<file path="src/rtl/raddr_channel.sv">
// raddr_channel: AXI read-address generator for the frame-fetch path.
// Issues one 1-beat parameter burst followed by one 3-beat burst per macroblock.
// It limits the number of bursts in flight, and it pulses done once every burst has returned rlast.
//
// state  | meaning
// -------+------------------------------------------------------------
// IDLE   | waiting for start_pulse; the busy flag clears here after done
// PARAM  | parameter AR (len 0) presented at the base address
// MB     | macroblock ARs (len 2), gated by the outstanding cap
// DRAIN  | all ARs issued; waiting for the outstanding count to reach 0
module raddr_channel #(
    parameter int ID_WIDTH        = 2,
    parameter int ADDR_WIDTH      = 64,
    parameter int MAX_OUTSTANDING = 4
) (
    input  logic                  clk,
    input  logic                  rst_n,
    input  logic                  start_pulse,
    input  logic [ADDR_WIDTH-1:0] src_base_addr,
    input  logic [15:0]           mb_total,
    output logic                  busy,
    output logic                  done,
    output logic [ADDR_WIDTH-1:0] m_axi_araddr,
    output logic [7:0]            m_axi_arlen,
    output logic [2:0]            m_axi_arsize,
    output logic [1:0]            m_axi_arburst,
    output logic [ID_WIDTH-1:0]   m_axi_arid,
    output logic                  m_axi_arvalid,
    input  logic                  m_axi_arready,
    input  logic                  m_axi_rvalid,
    input  logic                  m_axi_rready,
    input  logic                  m_axi_rlast
);

    typedef enum logic [1:0] {
        S_IDLE  = 2'd0,
        S_PARAM = 2'd1,
        S_MB    = 2'd2,
        S_DRAIN = 2'd3
    } state_t;

    localparam logic [3:0] MAX_OUT = 4'(MAX_OUTSTANDING);

    state_t                state_q;
    logic                  busy_q;
    logic                  done_q;
    logic                  arvalid_q;
    logic [ADDR_WIDTH-1:0] araddr_q;
    logic [7:0]            arlen_q;
    logic [ADDR_WIDTH-1:0] base_q;
    logic [15:0]           mb_total_q;
    logic [15:0]           mb_idx_q;
    logic [3:0]            out_q;
    logic [3:0]            out_d;

    logic                  ar_hs;
    logic                  r_last_hs;
    logic                  cap_ok;
    logic [ADDR_WIDTH-1:0] base_in;
    logic                  unused_low_bits;

    // The low 9 address bits are forced to zero, so each 512 B slot is aligned
    assign base_in         = {src_base_addr[ADDR_WIDTH-1:9], 9'b0};
    assign unused_low_bits = ^src_base_addr[8:0];

    assign ar_hs     = arvalid_q & m_axi_arready;
    // An rlast seen while nothing is outstanding is ignored, so the count never underflows
    assign r_last_hs = m_axi_rvalid & m_axi_rready & m_axi_rlast & (out_q != 4'd0);
    // The cap is evaluated on next cycle's count; a new AR may follow a handshake back-to-back
    assign cap_ok    = (out_d < MAX_OUT);

    // Slot 0 holds the parameter block; macroblock i lives in slot i+1
    function automatic logic [ADDR_WIDTH-1:0] slot_addr(input logic [ADDR_WIDTH-1:0] b,
                                                        input logic [16:0] slot);
        return b + ({{(ADDR_WIDTH-17){1'b0}}, slot} << 9);
    endfunction

    // Next outstanding count: +1 per AR handshake, -1 per returned rlast, unchanged when both occur
    always_comb begin
        out_d = out_q;
        if (ar_hs && !r_last_hs) begin
            out_d = out_q + 4'd1;
        end else if (!ar_hs && r_last_hs) begin
            out_d = out_q - 4'd1;
        end
    end

    // Sequencer: the FSM plus registered AR channel, busy and done outputs
    always_ff @(posedge clk or negedge rst_n) begin
        if (!rst_n) begin
            state_q    <= S_IDLE;
            busy_q     <= 1'b0;
            done_q     <= 1'b0;
            arvalid_q  <= 1'b0;
            araddr_q   <= '0;
            arlen_q    <= 8'd0;
            base_q     <= '0;
            mb_total_q <= 16'd0;
            mb_idx_q   <= 16'd0;
            out_q      <= 4'd0;
        end else begin
            done_q <= 1'b0;
            out_q  <= out_d;
            case (state_q)
                S_IDLE: begin
                    // busy_q is still high only in the done cycle, so a start arriving then is dropped
                    if (start_pulse && !busy_q) begin
                        base_q     <= base_in;
                        mb_total_q <= mb_total;
                        mb_idx_q   <= 16'd0;
                        busy_q     <= 1'b1;
                        arvalid_q  <= 1'b1;
                        araddr_q   <= base_in;
                        arlen_q    <= 8'd0;
                        state_q    <= S_PARAM;
                    end else begin
                        busy_q <= 1'b0;
                    end
                end
                S_PARAM: begin
                    if (ar_hs) begin
                        if (mb_total_q == 16'd0) begin
                            arvalid_q <= 1'b0;
                            state_q   <= S_DRAIN;
                        end else begin
                            araddr_q  <= slot_addr(base_q, 17'd1);
                            arlen_q   <= 8'd2;
                            arvalid_q <= cap_ok;
                            state_q   <= S_MB;
                        end
                    end
                end
                S_MB: begin
                    if (ar_hs) begin
                        mb_idx_q <= mb_idx_q + 16'd1;
                        if (16'(mb_idx_q + 16'd1) == mb_total_q) begin
                            arvalid_q <= 1'b0;
                            state_q   <= S_DRAIN;
                        end else begin
                            araddr_q  <= slot_addr(base_q, {1'b0, mb_idx_q} + 17'd2);
                            arvalid_q <= cap_ok;
                        end
                    end else if (!arvalid_q) begin
                        // araddr_q already points at the pending macroblock
                        arvalid_q <= cap_ok;
                    end
                end
                S_DRAIN: begin
                    if (out_d == 4'd0) begin
                        done_q  <= 1'b1;
                        state_q <= S_IDLE;
                    end
                end
                default: begin
                    state_q <= S_IDLE;
                end
            endcase
        end
    end

    assign busy          = busy_q;
    assign done          = done_q;
    assign m_axi_araddr  = araddr_q;
    assign m_axi_arlen   = arlen_q;
    assign m_axi_arsize  = 3'b111;
    assign m_axi_arburst = 2'b01;
    assign m_axi_arid    = '0;
    assign m_axi_arvalid = arvalid_q;

endmodule

</file>
<file path="config.mk">
export PLATFORM = sky130hd
export DESIGN_NAME = raddr_channel
export DESIGN_NICKNAME = d
export VERILOG_FILES = /design/src/rtl/raddr_channel.sv
export SDC_FILE = /design/constraint.sdc
export NUM_CORES = 1
export LEC_CHECK = 0
export BUFFER_PORTS_ARGS = -buffer_cell sky130_fd_sc_hd__buf_4
export CAP_MARGIN = 10
export CORE_AREA = 3 3 140 142
export CTS_BUF_LIST = sky130_fd_sc_hd__clkbuf_8
export DETAILED_ROUTE_END_ITERATION = 7
export DIE_AREA = 0 0 143 145
export GPL_TIMING_DRIVEN = 0
export PLACE_DENSITY = 0.78
export SYNTH_ARGS = -nofsm -noshare
export SYNTH_HDL_FRONTEND = slang
export SYNTH_SLANG_ARGS = --single-unit
</file>
<file path="constraint.sdc">
create_clock -name clk -period 4.02 [get_ports clk]
set_input_delay 0.402 -clock clk [delete_from_list [all_inputs] [get_ports clk]]
set_output_delay 0.402 -clock clk [all_outputs]
set_load 0.03 [all_outputs]
</file>
=== Word level (Yosys, flattened, before mapping) ===
Cells that the tools add are included.

* Register bits after elaboration: 168
* Input bits: 87
* Output and inout port bits: 82
* Logic and storage cells: 83

* Add/subtract/negate cells: 6
* Magnitude comparators: 1
* Eq/ne operators: 11
* Mux-type cells: 32
* Bitwise operators: 4
* Reductions and logical operators: 19

{| class="wikitable"
|+ Operator list
! cell !! count
|-
| $mux W64 || 5
|-
| $pmux W64 S3 || 1
|-
| $add A64 B10 Y64 const B || 1
|-
| $add A64 B26 Y64 || 1
|-
| $mux W16 || 2
|-
| $pmux W16 S2 || 1
|-
| $mux W8 || 3
|-
| $add A16 B2 Y17 const B || 1
|-
| $add A16 B1 Y16 const B || 1
|-
| $eq A16 B16 Y1 || 1
|-
| $logic_not A16 Y1 || 1
|-
| $pmux W8 S2 || 1
|-
| $ne A2 B2 Y1 const B || 7
|-
| $mux W1 || 10
|-
| $mux W2 || 5
|-
| $mux W4 || 2
|-
| $pmux W2 S4 || 1
|-
| $reduce_and A3 Y1 || 2
|-
| $reduce_and A6 Y1 || 1
|-
| $reduce_and A5 Y1 || 1
|-
| $add A4 B1 Y4 const B || 1
|-
| $and A1 B1 Y1 || 4
|-
| $eq A2 B2 Y1 const B || 2
|-
| $logic_not A4 Y1 || 1
|-
| other kinds (12) || 17
|}

=== Depth between registers and ports, before layout ===
Gate-level depths: netlist of run 1.

* Depth after elaboration: 10
* Mapped depth: 17
* Depth with buffers taken out: 14

=== Worst setup path after synthesis of run 1 ===
Ideal clock, no wire load.

* Kind: register -> register
* From: register state_q[0]
* To: register araddr_q[48] (netlist: m_axi_araddr[48])
* Arrival: 3.788 ns
* Required time: 3.895 ns
* Setup slack: 0.107 ns
* Cell stages (with the launch flop): 18
* Path buffers: 4
* Clock period less this slack: 3.913 ns
* Cell sequence: dfrtp_1 > inv_1 > ha_1 > inv_1 > clkbuf_1 > clkbuf_1 > nor2_1 > ha_1 > clkbuf_1 > a21o_1 > a31oi_1 > o21ai_0 > nand4b_1 > and3_1 > clkbuf_1 > a21oi_1 > a211o_1 > mux2_4

* Cells in the longest elaborated chain, start to end: 3
* Elaborated cells on any way between the ends: 11

{| class="wikitable"
|+ RTL lines
! what !! line !! source
|-
| start: declaration || 44 || <nowiki>state_t state_q;</nowiki>
|-
| start signal: assignment || 91 || <nowiki>state_q <= S_IDLE;</nowiki>
|-
| start signal: assignment || 115 || <nowiki>state_q <= S_PARAM;</nowiki>
|-
| start signal: assignment || 124 || <nowiki>state_q <= S_DRAIN;</nowiki>
|-
| $eq A2 B2 Y1 (tied with other cells) || 104 || <nowiki>case (state_q)</nowiki>
|-
| $ne A2 B2 Y1 (no line) / $reduce_bool A3 Y1 (equally long branches) || n/a ||
|-
| $reduce_and A6 Y1 (no line) || n/a ||
|-
| end signal: assignment || 113 || <nowiki>araddr_q <= base_in;</nowiki>
|-
| end signal: assignment || 126 || <nowiki>araddr_q <= slot_addr(base_q, 17'd1);</nowiki>
|-
| end signal: assignment || 140 || <nowiki>araddr_q <= slot_addr(base_q, {1'b0, mb_idx_q} + 17'd2);</nowiki>
|-
| end: declaration || 48 || <nowiki>logic [ADDR_WIDTH-1:0] araddr_q;</nowiki>
|}

Several ways; a longest one is shown, not always the timed one.
A chain may end at the register's enable or synchronous reset.

=== Worst setup path in the final report of run 1 ===
* From: register state_q[0]
* To: register araddr_q[54] (netlist: m_axi_araddr[54])

Same word-level chain as after synthesis.

==> impl_metrics.prom, run 1 <==
# TYPE chip_impl_metric gauge
chip_impl_info{name="primary_flip_flop_cell_chosen_by_synthesis_mapping",value="sky130_fd_sc_hd__dfrtp_1"} 1
chip_impl_metric{name="report.final.hold_viol_count",unit=""} 0
chip_impl_metric{name="post_route_cells_drive_above_1_share",unit="%"} 33.5
chip_impl_metric{name="io_buffer_count",unit=""} 136
chip_impl_metric{name="period_needed",unit="ns"} 3.81
chip_impl_metric{name="total_routed_length",unit="um"} 24700
chip_impl_info{name="post-synth-top-area-cell",value="sky130_fd_sc_hd__dfrtp_1"} 1
chip_impl_metric{name="multi_input_area",unit="mm^2"} 0.00545
chip_impl_metric{name="die_height",unit="um"} 145
chip_impl_metric{name="numClockSinks",unit=""} 152
chip_impl_metric{name="grt_pass1_vias",unit=""} 7767
chip_impl_metric{name="portion_of_the_post_synthesis_area_used_by_sequential_elements",unit="%"} 39.1
chip_impl_info{name="clock-root-buffer",value="sky130_fd_sc_hd__clkbuf_8"} 1
chip_impl_metric{name="cts_made_buffers",unit=""} 17
chip_impl_metric{name="crit_required",unit="ns"} 4.38
chip_impl_metric{name="cts_max_level",unit=""} 4
chip_impl_metric{name="fin_worst_skew",unit="ns"} 0.0238
chip_impl_metric{name="synthesis.area_per_instance",unit="um^2"} 10.2
chip_impl_metric{name="grt_start_max_net_pins",unit=""} 79
chip_impl_metric{name="diodes",unit=""} 0
chip_impl_metric{name="tightestPinTransition",unit="ns"} 0.839
chip_impl_info{name="synth_top_cells_by_area",value="sky130_fd_sc_hd__dfrtp_1, sky130_fd_sc_hd__mux2_2, sky130_fd_sc_hd__mux2_4"} 1
chip_impl_metric{name="globalRouteOverflowTotal",unit=""} 0
chip_impl_metric{name="ff_latch_area",unit="mm^2"} 0.00381
chip_impl_metric{name="drcViolationCount",unit=""} 0
chip_impl_info{name="cp-start-kind",value="flop"} 1
chip_impl_metric{name="synth_area",unit="mm^2"} 0.00972
chip_impl_metric{name="flow.area_growth_from_synthesis",unit="%"} 19.3
chip_impl_metric{name="grt.total_usage",unit="%"} 23.9
chip_impl_metric{name="finalMaxSlewViolations",unit=""} 0
chip_impl_metric{name="worstSkewPairLatency",unit="ns"} 0.48
chip_impl_metric{name="vdd.ir_drop.worst",unit="mV"} 0.548
chip_impl_metric{name="gpl.final_weighted_congestion",unit=""} 0.933
chip_impl_info{name="clock_tree_from_tritoncts",value="built"} 1
chip_impl_metric{name="setup_viol",unit=""} 0
chip_impl_metric{name="total_die_area",unit="mm^2"} 0.0207
chip_impl_metric{name="ctsLongestPathBuffers",unit=""} 2
chip_impl_metric{name="dpl.hpwl",unit="um"} 18100
chip_impl_metric{name="num_vias",unit=""} 7814
chip_impl_metric{name="std_cell_rows",unit=""} 50
chip_impl_metric{name="design.core.area",unit="mm^2"} 0.0186
chip_impl_metric{name="layout.nets",unit=""} 1239
chip_impl_metric{name="worst_slew_margin_rel",unit="%"} 44.1
chip_impl_metric{name="synth.ff_latch_count",unit=""} 152
chip_impl_info{name="endpoint_kind",value="flop"} 1
chip_impl_metric{name="start_util",unit="%"} 52.3
chip_impl_metric{name="io_pins",unit=""} 169
chip_impl_info{name="hold_path.class",value="input port to flop"} 1
chip_impl_metric{name="die-width",unit="um"} 143
chip_impl_info{name="worst-setup-path-type",value="flop to flop"} 1
chip_impl_metric{name="synth_edf_count",unit=""} 0
chip_impl_metric{name="drt_pass1_iterations",unit=""} 5
chip_impl_metric{name="pwr_density_cell",unit="mW/mm^2"} 876
chip_impl_info{name="run_status",value="finished clean"} 1
chip_impl_metric{name="vias_per_cell",unit=""} 5.69
chip_impl_metric{name="holdWs",unit="ns"} 0.155
chip_impl_metric{name="fill_cells",unit=""} 1529
chip_impl_metric{name="synthDominantCellAreaShare",unit="%"} 39.1
chip_impl_metric{name="grt_pass1_wl",unit="um"} 39800
chip_impl_metric{name="detail_route.wl_per_cell",unit="um"} 18.0
chip_impl_metric{name="drt.antenna.violating_nets",unit=""} 0
chip_impl_metric{name="max_freq",unit="MHz"} 262
chip_impl_metric{name="initial_antenna_violation_count",unit=""} 0
chip_impl_metric{name="worst-endpoint-arrival",unit="ns"} 4.18
chip_impl_metric{name="timing.critical_path.fanout_max",unit=""} 10
chip_impl_metric{name="drv_cap",unit=""} 0
chip_impl_metric{name="power_leakage",unit="uW"} 0.00528
chip_impl_metric{name="clk_pin_slew_worst_paths",unit="ns"} 0.10
chip_impl_metric{name="ys_async_sr_fraction",unit="%"} 100
chip_impl_metric{name="setup_ws",unit="ns"} 0.207
chip_impl_metric{name="post_placement_worst_setup_slack",unit="ns"} -1.10
chip_impl_metric{name="synthesis.instances",unit=""} 951
chip_impl_metric{name="synth.distinct_cells",unit=""} 67
chip_impl_metric{name="period_share",unit="%"} 94.9
chip_impl_metric{name="dr.first_iter.drc_count",unit=""} 661
chip_impl_metric{name="synth-warning-count",unit=""} 0
-- layer usage --
metal  vias to the layer above  track usage [%]  share of wire, %  wire length (um)
li1                       3721                -                 -                 -
met1                      3784             33.7                45             11200
met2                       265             37.4                46             11500
met3                        44             4.55               6.2              1530
met4                         0             7.22               2.2               532
met5                         -                0                 0                 0
-- worst max-delay path, cell delays in order, from the launching register on --
cell and delay (ns):
sky130_fd_sc_hd__dfrtp_1 0.43, sky130_fd_sc_hd__inv_1 0.12, sky130_fd_sc_hd__ha_2 0.30, sky130_fd_sc_hd__clkinvlp_4 0.15, sky130_fd_sc_hd__clkbuf_2 0.21, sky130_fd_sc_hd__nor2_1 0.14, sky130_fd_sc_hd__ha_1 0.23, sky130_fd_sc_hd__clkbuf_1 0.18
sky130_fd_sc_hd__a21o_1 0.22, sky130_fd_sc_hd__a31oi_1 0.25, sky130_fd_sc_hd__o21ai_2 0.13, sky130_fd_sc_hd__nand4b_1 0.28, sky130_fd_sc_hd__nand3_2 0.18, sky130_fd_sc_hd__buf_2 0.24, sky130_fd_sc_hd__nor4_1 0.08, sky130_fd_sc_hd__a211o_1 0.28
sky130_fd_sc_hd__mux2_4 0.28
-- repair_timing --
item                                    in CTS  in global routing
gates cloned                                 0                  0
hold buffers                                 1                  0
endpoints found under the setup margin      44                 27
hold endpoints to repair                    42                  0
gates resized for setup                      7                 12
pin swaps                                    0                  1
buffers inserted                             2                  1
-- Yosys cell counts, types with 3 or more instances --
library cell               number
sky130_fd_sc_hd__a22oi_1        3
sky130_fd_sc_hd__nor2_1        82
sky130_fd_sc_hd__nand2_1       67
sky130_fd_sc_hd__mux2_2        90
sky130_fd_sc_hd__nand4_1       17
sky130_fd_sc_hd__a31oi_1        8
sky130_fd_sc_hd__clkbuf_1      28
sky130_fd_sc_hd__o21a_1         3
sky130_fd_sc_hd__xnor2_1       41
sky130_fd_sc_hd__o211ai_1       4
sky130_fd_sc_hd__and3_1        16
sky130_fd_sc_hd__a211o_1        5
sky130_fd_sc_hd__o31ai_1       12
sky130_fd_sc_hd__clkbuf_8       4
sky130_fd_sc_hd__o21ai_0       36
sky130_fd_sc_hd__nor4b_1        4
sky130_fd_sc_hd__o22ai_1        3
sky130_fd_sc_hd__a31o_2         3
sky130_fd_sc_hd__ha_1          25
sky130_fd_sc_hd__buf_6          3
sky130_fd_sc_hd__nand3_1       39
sky130_fd_sc_hd__or3_1          4
sky130_fd_sc_hd__mux2_4        50
sky130_fd_sc_hd__nor3_1        16
sky130_fd_sc_hd__a21oi_1       57
sky130_fd_sc_hd__buf_4         27
sky130_fd_sc_hd__and4_1         8
sky130_fd_sc_hd__dfrtp_1      152
sky130_fd_sc_hd__xor2_1        35
sky130_fd_sc_hd__inv_1         18
sky130_fd_sc_hd__nor4_1        14
sky130_fd_sc_hd__and2_1        11
sky130_fd_sc_hd__buf_1          4
sky130_fd_sc_hd__a211oi_1       3
sky130_fd_sc_hd__or4_1          4
sky130_fd_sc_hd__a21o_1         8
sky130_fd_sc_hd__mux2i_1        3
sky130_fd_sc_hd__nor2b_1        3
sky130_fd_sc_hd__nand2b_1       3
sky130_fd_sc_hd__buf_12         5
-- metrics by stage --
stage | std cells | power, uW | area [um^2] | util, % | setup TNS, ns
detailed placement | 1343 | 8920 | 11100 | 60.0 | -18.66
global route | 1373 | 10800 | 11600 | 62.4 | -0.0783
finish | 1373 | 10200 | 11600 | 62.4 | 0
global placement | 1342 | 8770 | 11100 | 59.8 | -17.70
floorplan | 972 | 7300 | 9800 | - | 0
CTS | 1377 | 10200 | 11600 | 62.3 | 0
-- flip-flops by register name, summed over array words and instances (netlist names) --
| register | flops |
|---|---|
| mb_total_q | 16 |
| m_axi_arlen | 1 |
| state_q | 2 |
| base_q | 55 |
| m_axi_araddr | 55 |
| m_axi_arvalid | 1 |
| done | 1 |
| mb_idx_q | 16 |
| out_q | 4 |
| busy | 1 |
-- area by class of cell --
type	count	share of cell area [%]
plain buffers	67	4.34
multi-input cells	729	47.0
repair buffers	141	9.35
inverters	18	0.615
flip-flops and latches	152	32.8
clock inverters	15	1.38
well taps	234	2.52
clock buffers	17	2.02
-- layout by cell type (no fill, tap or decap), types with 16 or more instances in the layout --
master                     Yosys  layout
sky130_fd_sc_hd__nand3_1      39      37
sky130_fd_sc_hd__inv_1        18      17
sky130_fd_sc_hd__nor3_1       16      16
sky130_fd_sc_hd__o21ai_0      36      34
sky130_fd_sc_hd__ha_1         25      23
sky130_fd_sc_hd__mux2_2       90      90
sky130_fd_sc_hd__nand2_1      67      67
sky130_fd_sc_hd__nor2_1       82      81
sky130_fd_sc_hd__nand4_1      17      17
sky130_fd_sc_hd__clkbuf_1     28      19
sky130_fd_sc_hd__a21oi_1      57      57
sky130_fd_sc_hd__clkbuf_8      4      21
sky130_fd_sc_hd__conb_1        2      23
sky130_fd_sc_hd__xnor2_1      41      41
sky130_fd_sc_hd__mux2_4       50      50
sky130_fd_sc_hd__buf_4        27     165
sky130_fd_sc_hd__dfrtp_1     152     150
sky130_fd_sc_hd__xor2_1       35      35
-- path summary, 6_finish.rpt --
path                             startpoint                to  slack, ns  cells past startpoint
min reg2reg                m_axi_araddr[10]  m_axi_araddr[10]       0.52                      1
max reg2reg                      state_q[0]  m_axi_araddr[54]       0.21                     16
max in group asynchronous             rst_n   m_axi_araddr[9]       2.66                      3
max                              state_q[0]  m_axi_araddr[54]       0.21                     16
min in group asynchronous             rst_n  m_axi_araddr[38]       0.50                      2
min                             mb_total[7]     mb_total_q[7]       0.15                      2
-- power by group --
group | total (uW) | switching, uW | internal, uW
Sequential | 2890 | 610 | 2280
Combinational | 6090 | 3120 | 2970
Clock | 1190 | 674 | 514
-- cells by family (layout without fill, tap and decap cells) --
family | after synthesis | after routing | synth area share [%]
flops | 152 | 152 | 39.1
buf+inv | 91 | 258 | 6.06
other cells | 2 | 23 | 0.0773
fa+ha+maj | 26 | 26 | 3.42
xor+xnor | 76 | 76 | 6.85
simple gates | 304 | 304 | 16.1
mux | 143 | 143 | 18.5
compound gates | 157 | 157 | 9.90
Note: power is estimated with default switching activity, not from simulation.
==> run 2, diff against run 1 <==
- ABC_AREA: unset -> 1
- CORE_AREA: 3 3 140 142 -> 3 3 145 147
- DIE_AREA: 0 0 143 145 -> 0 0 148 150
- PLACE_DENSITY: 0.78 -> 0.79
==> run 2 against run 1 <==
- clock skew up 0.0024 ns
- register-to-register slack worse by 0.03 ns
- final cell count up 50%
- non-clock buffer count up 2
- synthesized cell count up 68%
- final area up 9.4%
- maximum frequency down 0.82%
- critical path type unchanged
- first-iteration DRC count up 75%
- largest power group unchanged
- critical path depth up 5
- global-route usage up 10 points
- die area up 7.1%
- setup slack worse by 0.031 ns
- largest cell class unchanged
==> impl_metrics.prom, run 2 <==
# TYPE chip_impl_metric gauge
chip_impl_info{name="run_status",value="finished clean"} 1
chip_impl_metric{name="post_route_cells_drive_above_1_share",unit="%"} 17.0
chip_impl_info{name="endpoint_kind",value="flop"} 1
chip_impl_metric{name="total_routed_length",unit="um"} 38100
chip_impl_metric{name="timing.critical_path.fanout_max",unit=""} 8
chip_impl_metric{name="io_pins",unit=""} 169
chip_impl_metric{name="dpl.hpwl",unit="um"} 30500
chip_impl_metric{name="grt_pass1_wl",unit="um"} 58400
chip_impl_metric{name="fin_worst_skew",unit="ns"} 0.0262
chip_impl_info{name="rsz0062_at_grt",value="true"} 1
chip_impl_metric{name="vias_per_cell",unit=""} 5.59
chip_impl_info{name="mostFrequentLayoutCells",value="sky130_fd_sc_hd__nand2_1, sky130_fd_sc_hd__inv_1, sky130_fd_sc_hd__buf_4, sky130_fd_sc_hd__dfrtp_1, sky130_fd_sc_hd__nand3_1"} 1
chip_impl_info{name="min_from",value="mb_total[8]"} 1
chip_impl_metric{name="ff2ff_path_depth",unit=""} 21
chip_impl_metric{name="setup-tns-final",unit="ns"} 0
chip_impl_metric{name="synth.ff_latch_count",unit=""} 152
chip_impl_metric{name="numClockSinks",unit=""} 152
chip_impl_info{name="critical_path_s_top_delay_family",value="simple AND/OR/NAND/NOR gates"} 1
chip_impl_metric{name="synthDominantCellAreaShare",unit="%"} 35.5
chip_impl_metric{name="synth.distinct_cells",unit=""} 41
chip_impl_metric{name="synth_area",unit="mm^2"} 0.0107
chip_impl_metric{name="grt_pass1_vias",unit=""} 10570
chip_impl_metric{name="whs_path_depth",unit=""} 2
chip_impl_metric{name="ys_async_sr_fraction",unit="%"} 100
chip_impl_metric{name="vdd.ir_drop.worst",unit="mV"} 0.712
chip_impl_metric{name="pwr_density_cell",unit="mW/mm^2"} 768
chip_impl_metric{name="grt.total_usage",unit="%"} 34.3
chip_impl_metric{name="detail_route.wl_per_cell",unit="um"} 18.5
chip_impl_metric{name="setup_ws",unit="ns"} 0.176
chip_impl_info{name="cp_cell_sequence",value="ha_1 > nand2_1 > nor2_2 > inv_1 > nor2_4 > inv_1 > nor2_2 > nand4_1 > o21ai_0 > a21oi_1 > ha_1 > a21oi_1 > o21ai_0 > a21oi_1 > nand3_4 > nand3_1 > nand2_1 > nand3_1 > o21ai_0 > nand3_2 > nand2_1"} 1
chip_impl_metric{name="setup_viol",unit=""} 0
chip_impl_metric{name="critPathBufInv",unit=""} 2
chip_impl_metric{name="grt_start_max_net_pins",unit=""} 87
chip_impl_metric{name="max_freq",unit="MHz"} 260
chip_impl_info{name="synthMostInstantiatedCell",value="sky130_fd_sc_hd__nand2_1"} 1
chip_impl_metric{name="post_placement_worst_setup_slack",unit="ns"} -0.340
chip_impl_metric{name="io_buffer_count",unit=""} 136
chip_impl_info{name="final_common_cell",value="sky130_fd_sc_hd__nand2_1"} 1
chip_impl_metric{name="num_vias",unit=""} 11494
chip_impl_info{name="primary_flip_flop_cell_chosen_by_synthesis_mapping",value="sky130_fd_sc_hd__dfrtp_1"} 1
chip_impl_metric{name="total_die_area",unit="mm^2"} 0.0222
chip_impl_metric{name="initial_antenna_violation_count",unit=""} 1
chip_impl_metric{name="portion_of_the_post_synthesis_area_used_by_sequential_elements",unit="%"} 35.5
chip_impl_metric{name="drcViolationCount",unit=""} 0
chip_impl_metric{name="synth_edf_count",unit=""} 0
chip_impl_metric{name="cell_internal_pwr",unit="uW"} 4610
chip_impl_metric{name="ctsLongestPathBuffers",unit=""} 2
chip_impl_metric{name="synthesis.area_per_instance",unit="um^2"} 6.71
chip_impl_metric{name="flow.area_growth_from_synthesis",unit="%"} 18.5
chip_impl_metric{name="layout.nets",unit=""} 1886
chip_impl_metric{name="period_share",unit="%"} 95.6
chip_impl_metric{name="timing.critical_path.slowest_cell_delay",unit="ns"} 0.43
chip_impl_metric{name="tightestPinTransition",unit="ns"} 1.01
chip_impl_metric{name="design.core.area",unit="mm^2"} 0.0200
chip_impl_metric{name="pwr-share-comb",unit="%"} 58.6
chip_impl_info{name="worst-setup-path-type",value="flop to flop"} 1
chip_impl_metric{name="power_switching",unit="uW"} 5140
chip_impl_metric{name="synthesis.instances",unit=""} 1596
chip_impl_metric{name="finalMaxSlewViolations",unit=""} 0
chip_impl_info{name="hold_path.class",value="input port to flop"} 1
chip_impl_metric{name="holdWs",unit="ns"} 0.172
chip_impl_metric{name="fin_util",unit="%"} 63.3
chip_impl_metric{name="std_cell_rows",unit=""} 52
chip_impl_metric{name="reg2reg_setup_slack",unit="ns"} 0.18
chip_impl_metric{name="drv_cap",unit=""} 0
chip_impl_metric{name="gpl.final_weighted_congestion",unit=""} 0.999
chip_impl_metric{name="period_needed",unit="ns"} 3.84
chip_impl_metric{name="clk_pin_slew_worst_paths",unit="ns"} 0.08
chip_impl_metric{name="cts_made_buffers",unit=""} 17
chip_impl_info{name="clock_tree_from_tritoncts",value="built"} 1
chip_impl_metric{name="diodes",unit=""} 0
chip_impl_metric{name="report.final.hold_viol_count",unit=""} 0
chip_impl_info{name="cp-start-kind",value="flop"} 1
chip_impl_metric{name="power_leakage",unit="uW"} 0.00671
chip_impl_metric{name="drt_pass1_iterations",unit=""} 8
chip_impl_info{name="clock-root-buffer",value="sky130_fd_sc_hd__clkbuf_8"} 1
chip_impl_metric{name="synth-warning-count",unit=""} 0
chip_impl_metric{name="worst_slew_margin_rel",unit="%"} 31.8
chip_impl_info{name="critical-path-slowest-cell",value="sky130_fd_sc_hd__dfrtp_2"} 1
chip_impl_metric{name="cts_max_level",unit=""} 4
chip_impl_metric{name="dr.first_iter.drc_count",unit=""} 1159
chip_impl_metric{name="fill_cells",unit=""} 1884
chip_impl_metric{name="start_util",unit="%"} 53.4
chip_impl_info{name="critical_path.reg2reg.endpoint",value="m_axi_araddr[37]"} 1
chip_impl_info{name="synth_commonest_cells",value="sky130_fd_sc_hd__nand2_1, sky130_fd_sc_hd__inv_1, sky130_fd_sc_hd__dfrtp_1"} 1
chip_impl_metric{name="die_height",unit="um"} 150
chip_impl_metric{name="worst-endpoint-arrival",unit="ns"} 4.20
chip_impl_metric{name="globalRouteOverflowTotal",unit=""} 0
chip_impl_info{name="post-synth-top-area-cell",value="sky130_fd_sc_hd__dfrtp_1"} 1
chip_impl_metric{name="worstSkewPairLatency",unit="ns"} 0.48
chip_impl_metric{name="cts_post_setup_buffers_inserted",unit=""} 0
chip_impl_metric{name="crit_required",unit="ns"} 4.37
chip_impl_info{name="min_to",value="mb_total_q[8]"} 1
chip_impl_metric{name="power.share.switching",unit="%"} 52.7
chip_impl_info{name="critical_path.reg2reg.startpoint",value="mb_idx_q[1]"} 1
chip_impl_metric{name="share_clk_of_total_power",unit="%"} 12.5
chip_impl_metric{name="die-width",unit="um"} 148
chip_impl_metric{name="power_frac_seq",unit="%"} 28.9
chip_impl_metric{name="drt.antenna.violating_nets",unit=""} 0
chip_impl_info{name="synth_top_cells_by_area",value="sky130_fd_sc_hd__dfrtp_1, sky130_fd_sc_hd__nand2_1, sky130_fd_sc_hd__inv_1"} 1
-- run 2: stage by stage --
step / instance area (um^2) / total power [uW] / cells
after detailed placement: 12200 / 8400 / 2024
after CTS: 12600 / 9640 / 2057
after global placement: 12100 / 8200 / 2023
after floorplan: 10800 / 6420 / 1617
final: 12700 / 9740 / 2056
after global routing: 12700 / 10400 / 2056
-- run 2: what timing repair did --
item	4_1_cts	5_1_grt
resized for setup	7	24
setup endpoints to repair	18	32
hold buffers	1	0
pin swaps	0	0
endpoints found under the hold margin	66	0
-- run 2: layout make-up --
class	count	area [um^2]	share of cell area, %
Timing Repair Buffer	138	1060	8.38
Buffer	72	417	3.29
Clock buffer	18	248	1.95
Multi-Input combinational cell	1208	5970	47.1
Sequential cell	152	3800	30.0
Tap cell	270	338	2.66
Inverter	184	691	5.45
Clock inverter	14	148	1.16
-- run 2: routing by layer --
metal	vias to the layer above	track usage [%]	wire length, um
li1	5456	-	-
met1	5413	50.8	17100
met2	563	51.1	16400
met3	62	7.12	3780
met4	0	9.15	857
met5	-	0	0
-- run 2: kinds of logic after synthesis --
kind of cell / Yosys count / synth area share (%)
and+or+nand+nor: 932 / 38.8
buffers and inverters: 257 / 10.4
AOI/OAI and AO/OA: 208 / 10.1
DFF: 152 / 35.5
adders and majority gates: 26 / 3.11
xor gates and xnor gates: 16 / 1.71
muxes: 3 / 0.316
other: 2 / 0.0702
-- run 2: worst max-delay path by stage --
stage	start	endpoint	slack, ns	cells past startpoint
CTS	mb_idx_q[3]	m_axi_araddr[26]	0.009	15
floorplan	mb_idx_q[2]	m_axi_araddr[37]	0.85	22
finish	mb_idx_q[1]	m_axi_araddr[37]	0.18	21
global placement	mb_idx_q[1]	m_axi_araddr[63]	-0.21	24
global route	mb_idx_q[2]	m_axi_araddr[37]	-0.04	21
detailed placement	mb_idx_q[1]	m_axi_araddr[63]	-0.34	24
-- run 2: power groups by stage --
stage          logic (uW)  registers [uW]  clock network, uW
3_5_place_dp         5580            2810                  0
5_1_grt              6230            2900               1300
3_3_place_gp         5420            2790                  0
6_report             5710            2810               1220
2_1_floorplan        3230            3190                  0
4_1_cts              5620            2790               1230
==> run 3, diff against run 2 <==
- CORE_AREA: 3 3 145 147 -> 3 3 153 140
- DIE_AREA: 0 0 148 150 -> 0 0 156 143
==> run 3 against run 2 <==
- global-route usage fell by 1.5 points
- largest power group unchanged
- first-iteration DRC count fell by 4.7%
- core utilization up 0.27 points
- critical path type unchanged
- critical path depth shrank 3
- sequential cell count unchanged
- wire length is 4.2% lower
- register-to-register slack better by 0.06 ns
- clock power hardly changed
- non-clock buffer count is 2 higher
==> impl_metrics.prom, run 3 (synthesized netlist as in run 2, its figures left out) <==
# TYPE chip_impl_metric gauge
chip_impl_metric{name="total_die_area",unit="mm^2"} 0.0223
chip_impl_metric{name="power_leakage",unit="uW"} 0.00673
chip_impl_metric{name="tightestPinTransition",unit="ns"} 0.991
chip_impl_info{name="clock_tree_from_tritoncts",value="built"} 1
chip_impl_metric{name="numClockSinks",unit=""} 152
chip_impl_metric{name="clk_pin_slew_worst_paths",unit="ns"} 0.09
chip_impl_metric{name="worstSkewPairLatency",unit="ns"} 0.47
chip_impl_metric{name="globalRouteOverflowTotal",unit=""} 0
chip_impl_metric{name="vias_per_cell",unit=""} 5.52
chip_impl_metric{name="report.final.hold_viol_count",unit=""} 0
chip_impl_metric{name="std_cell_rows",unit=""} 49
chip_impl_metric{name="grt_pass1_wl",unit="um"} 56200
chip_impl_metric{name="vdd.ir_drop.worst",unit="mV"} 0.535
chip_impl_metric{name="diodes",unit=""} 0
chip_impl_metric{name="io_buffer_count",unit=""} 136
chip_impl_info{name="final_common_cell",value="sky130_fd_sc_hd__nand2_1"} 1
chip_impl_info{name="run_status",value="finished clean"} 1
chip_impl_metric{name="finalMaxSlewViolations",unit=""} 0
chip_impl_metric{name="grt_pass1_vias",unit=""} 10270
chip_impl_metric{name="initial_antenna_violation_count",unit=""} 1
chip_impl_info{name="worst-setup-path-type",value="flop to flop"} 1
chip_impl_metric{name="max_freq",unit="MHz"} 264
chip_impl_metric{name="grt.total_usage",unit="%"} 32.8
chip_impl_metric{name="drv_cap",unit=""} 0
chip_impl_metric{name="drt.antenna.violating_nets",unit=""} 0
chip_impl_metric{name="cts_made_buffers",unit=""} 17
chip_impl_metric{name="post-place-cells",unit=""} 2009
chip_impl_metric{name="post_layout_nonfiller_instances",unit=""} 2041
chip_impl_metric{name="drcViolationCount",unit=""} 0
chip_impl_metric{name="flow.area_growth_from_synthesis",unit="%"} 18.3
chip_impl_metric{name="drt_pass1_iterations",unit=""} 8
chip_impl_info{name="clock-root-buffer",value="sky130_fd_sc_hd__clkbuf_8"} 1
chip_impl_metric{name="cts_max_level",unit=""} 4
chip_impl_info{name="hold_path.class",value="input port to asynchronous set/reset pin"} 1
chip_impl_metric{name="num_vias",unit=""} 11271
chip_impl_metric{name="ctsLongestPathBuffers",unit=""} 2
chip_impl_metric{name="gpl.final_weighted_congestion",unit=""} 1.05
chip_impl_metric{name="post_route_cells_drive_above_1_share",unit="%"} 17.2
chip_impl_metric{name="period_needed",unit="ns"} 3.78
chip_impl_metric{name="setup_viol",unit=""} 0
chip_impl_metric{name="design.core.area",unit="mm^2"} 0.0199
chip_impl_metric{name="timing.critical_path.fanout_max",unit=""} 10
chip_impl_metric{name="die-width",unit="um"} 156
chip_impl_metric{name="dpl.hpwl",unit="um"} 29300
chip_impl_metric{name="start_util",unit="%"} 53.7
chip_impl_metric{name="dr.first_iter.drc_count",unit=""} 1104
chip_impl_metric{name="die_height",unit="um"} 143
chip_impl_metric{name="layout.nets",unit=""} 1888
chip_impl_metric{name="fin_worst_skew",unit="ns"} 0.0213
chip_impl_metric{name="worst_slew_margin_rel",unit="%"} 34.0
chip_impl_metric{name="detail_route.wl_per_cell",unit="um"} 17.9
chip_impl_info{name="mostFrequentLayoutCells",value="sky130_fd_sc_hd__nand2_1, sky130_fd_sc_hd__inv_1, sky130_fd_sc_hd__buf_4, sky130_fd_sc_hd__dfrtp_1, sky130_fd_sc_hd__nand3_1"} 1
chip_impl_metric{name="post-route-cell-area",unit="mm^2"} 0.0127
chip_impl_metric{name="io_pins",unit=""} 169
chip_impl_metric{name="period_share",unit="%"} 94.1
chip_impl_info{name="cp-start-kind",value="flop"} 1
chip_impl_info{name="endpoint_kind",value="flop"} 1
chip_impl_metric{name="pwr_density_cell",unit="mW/mm^2"} 771
chip_impl_metric{name="placement.cell_area",unit="mm^2"} 0.0122
chip_impl_metric{name="grt_start_max_net_pins",unit=""} 96
chip_impl_metric{name="worst-endpoint-arrival",unit="ns"} 4.14
chip_impl_metric{name="crit_required",unit="ns"} 4.38
chip_impl_metric{name="total_routed_length",unit="um"} 36500
[run 3: changes by cell type in the layout (fill, tap and decap cells not counted), sizes merged]
cell         change
buf              +2
clkinvlp         -2
clkinv           +3
bufinv           +1
dlygate4sd3      -1
inv              -3
[run 3: area by class of cell]
cell class	count	area, um^2
Inverter	184	691
Fill cell	1891	7260
Clock buffer	17	234
Timing Repair Buffer	139	1070
Clock inverter	13	159
Buffer	73	420
Tap cell	255	319
Multi-Input combinational cell	1208	5970
Sequential cell	152	3800
[run 3: path summary, 6_finish.rpt]
path | start | end | slack, ns | depth (start not counted)
min in group clk | mb_total[8] | mb_total_q[8] | 0.16 | 2
worst min-delay path | rst_n | m_axi_araddr[58] | 0.03 | 1
worst max register to register | state_q[0] | m_axi_araddr[30] | 0.24 | 18
worst min register to register | m_axi_araddr[63] | m_axi_araddr[63] | 0.48 | 2
max in group asynchronous | rst_n | mb_idx_q[7] | 3.15 | 2
worst max-delay path | state_q[0] | m_axi_araddr[30] | 0.24 | 18
[run 3: routing by layer]
| layer | part of all wire, % | GRT usage [%] |
|---|---|---|
| met5 | 0.036 | 0 |
| met4 | 1.8 | 7.43 |
| met3 | 12 | 11.4 |
| met2 | 40 | 44.8 |
| met1 | 46 | 49.8 |
[run 3: per-stage QoR]
step	hold slack (ns)	total power, uW	utilization (%)	setup WS [ns]	setup TNS, ns
6_report	0.0266	9760	63.6	0.237	0
5_1_grt	0.0762	10500	63.6	-0.0177	-0.0230
4_1_cts	0.0589	9620	63.1	0.0256	0
3_5_place_dp	0.459	8370	61.0	-0.168	-0.967
3_3_place_gp	0.459	8200	60.8	-0.112	-0.423
2_1_floorplan	0.106	6420	-	0.847	0
[run 3: repair_timing]
action                     4_1_cts  5_1_grt
gates cloned                     0        0
setup buffers                    0        2
resized for setup                6       27
setup endpoints to repair       12       43
hold buffers                     0        0
hold endpoints to repair         0        0
[run 3: power by group]
group	internal (uW)	leakage [uW]	total [uW]	switching [uW]
Clock	605	0.000204	1230	629
Sequential	2210	0.00185	2800	584
Combinational	1840	0.00468	5730	3890
Total	4660	0.00673	9760	5100
[run 3: worst max-delay path, stage by stage, from the launching register on]
cell                       delay, ns
sky130_fd_sc_hd__dfrtp_1        0.43
sky130_fd_sc_hd__inv_1          0.14
sky130_fd_sc_hd__ha_1           0.16
sky130_fd_sc_hd__buf_2          0.25
sky130_fd_sc_hd__clkbuf_1       0.39
sky130_fd_sc_hd__o21ai_0        0.16
sky130_fd_sc_hd__a21oi_1        0.21
sky130_fd_sc_hd__ha_1           0.31
sky130_fd_sc_hd__a21oi_1        0.27
sky130_fd_sc_hd__o21ai_0        0.17
sky130_fd_sc_hd__inv_1          0.10
sky130_fd_sc_hd__nand2_1        0.06
sky130_fd_sc_hd__nand2_1        0.07
sky130_fd_sc_hd__nand3_2        0.22
sky130_fd_sc_hd__or2_2          0.35
sky130_fd_sc_hd__nand3_1        0.06
sky130_fd_sc_hd__o21ai_0        0.13
sky130_fd_sc_hd__nand3_2        0.12
sky130_fd_sc_hd__nand2_1        0.06
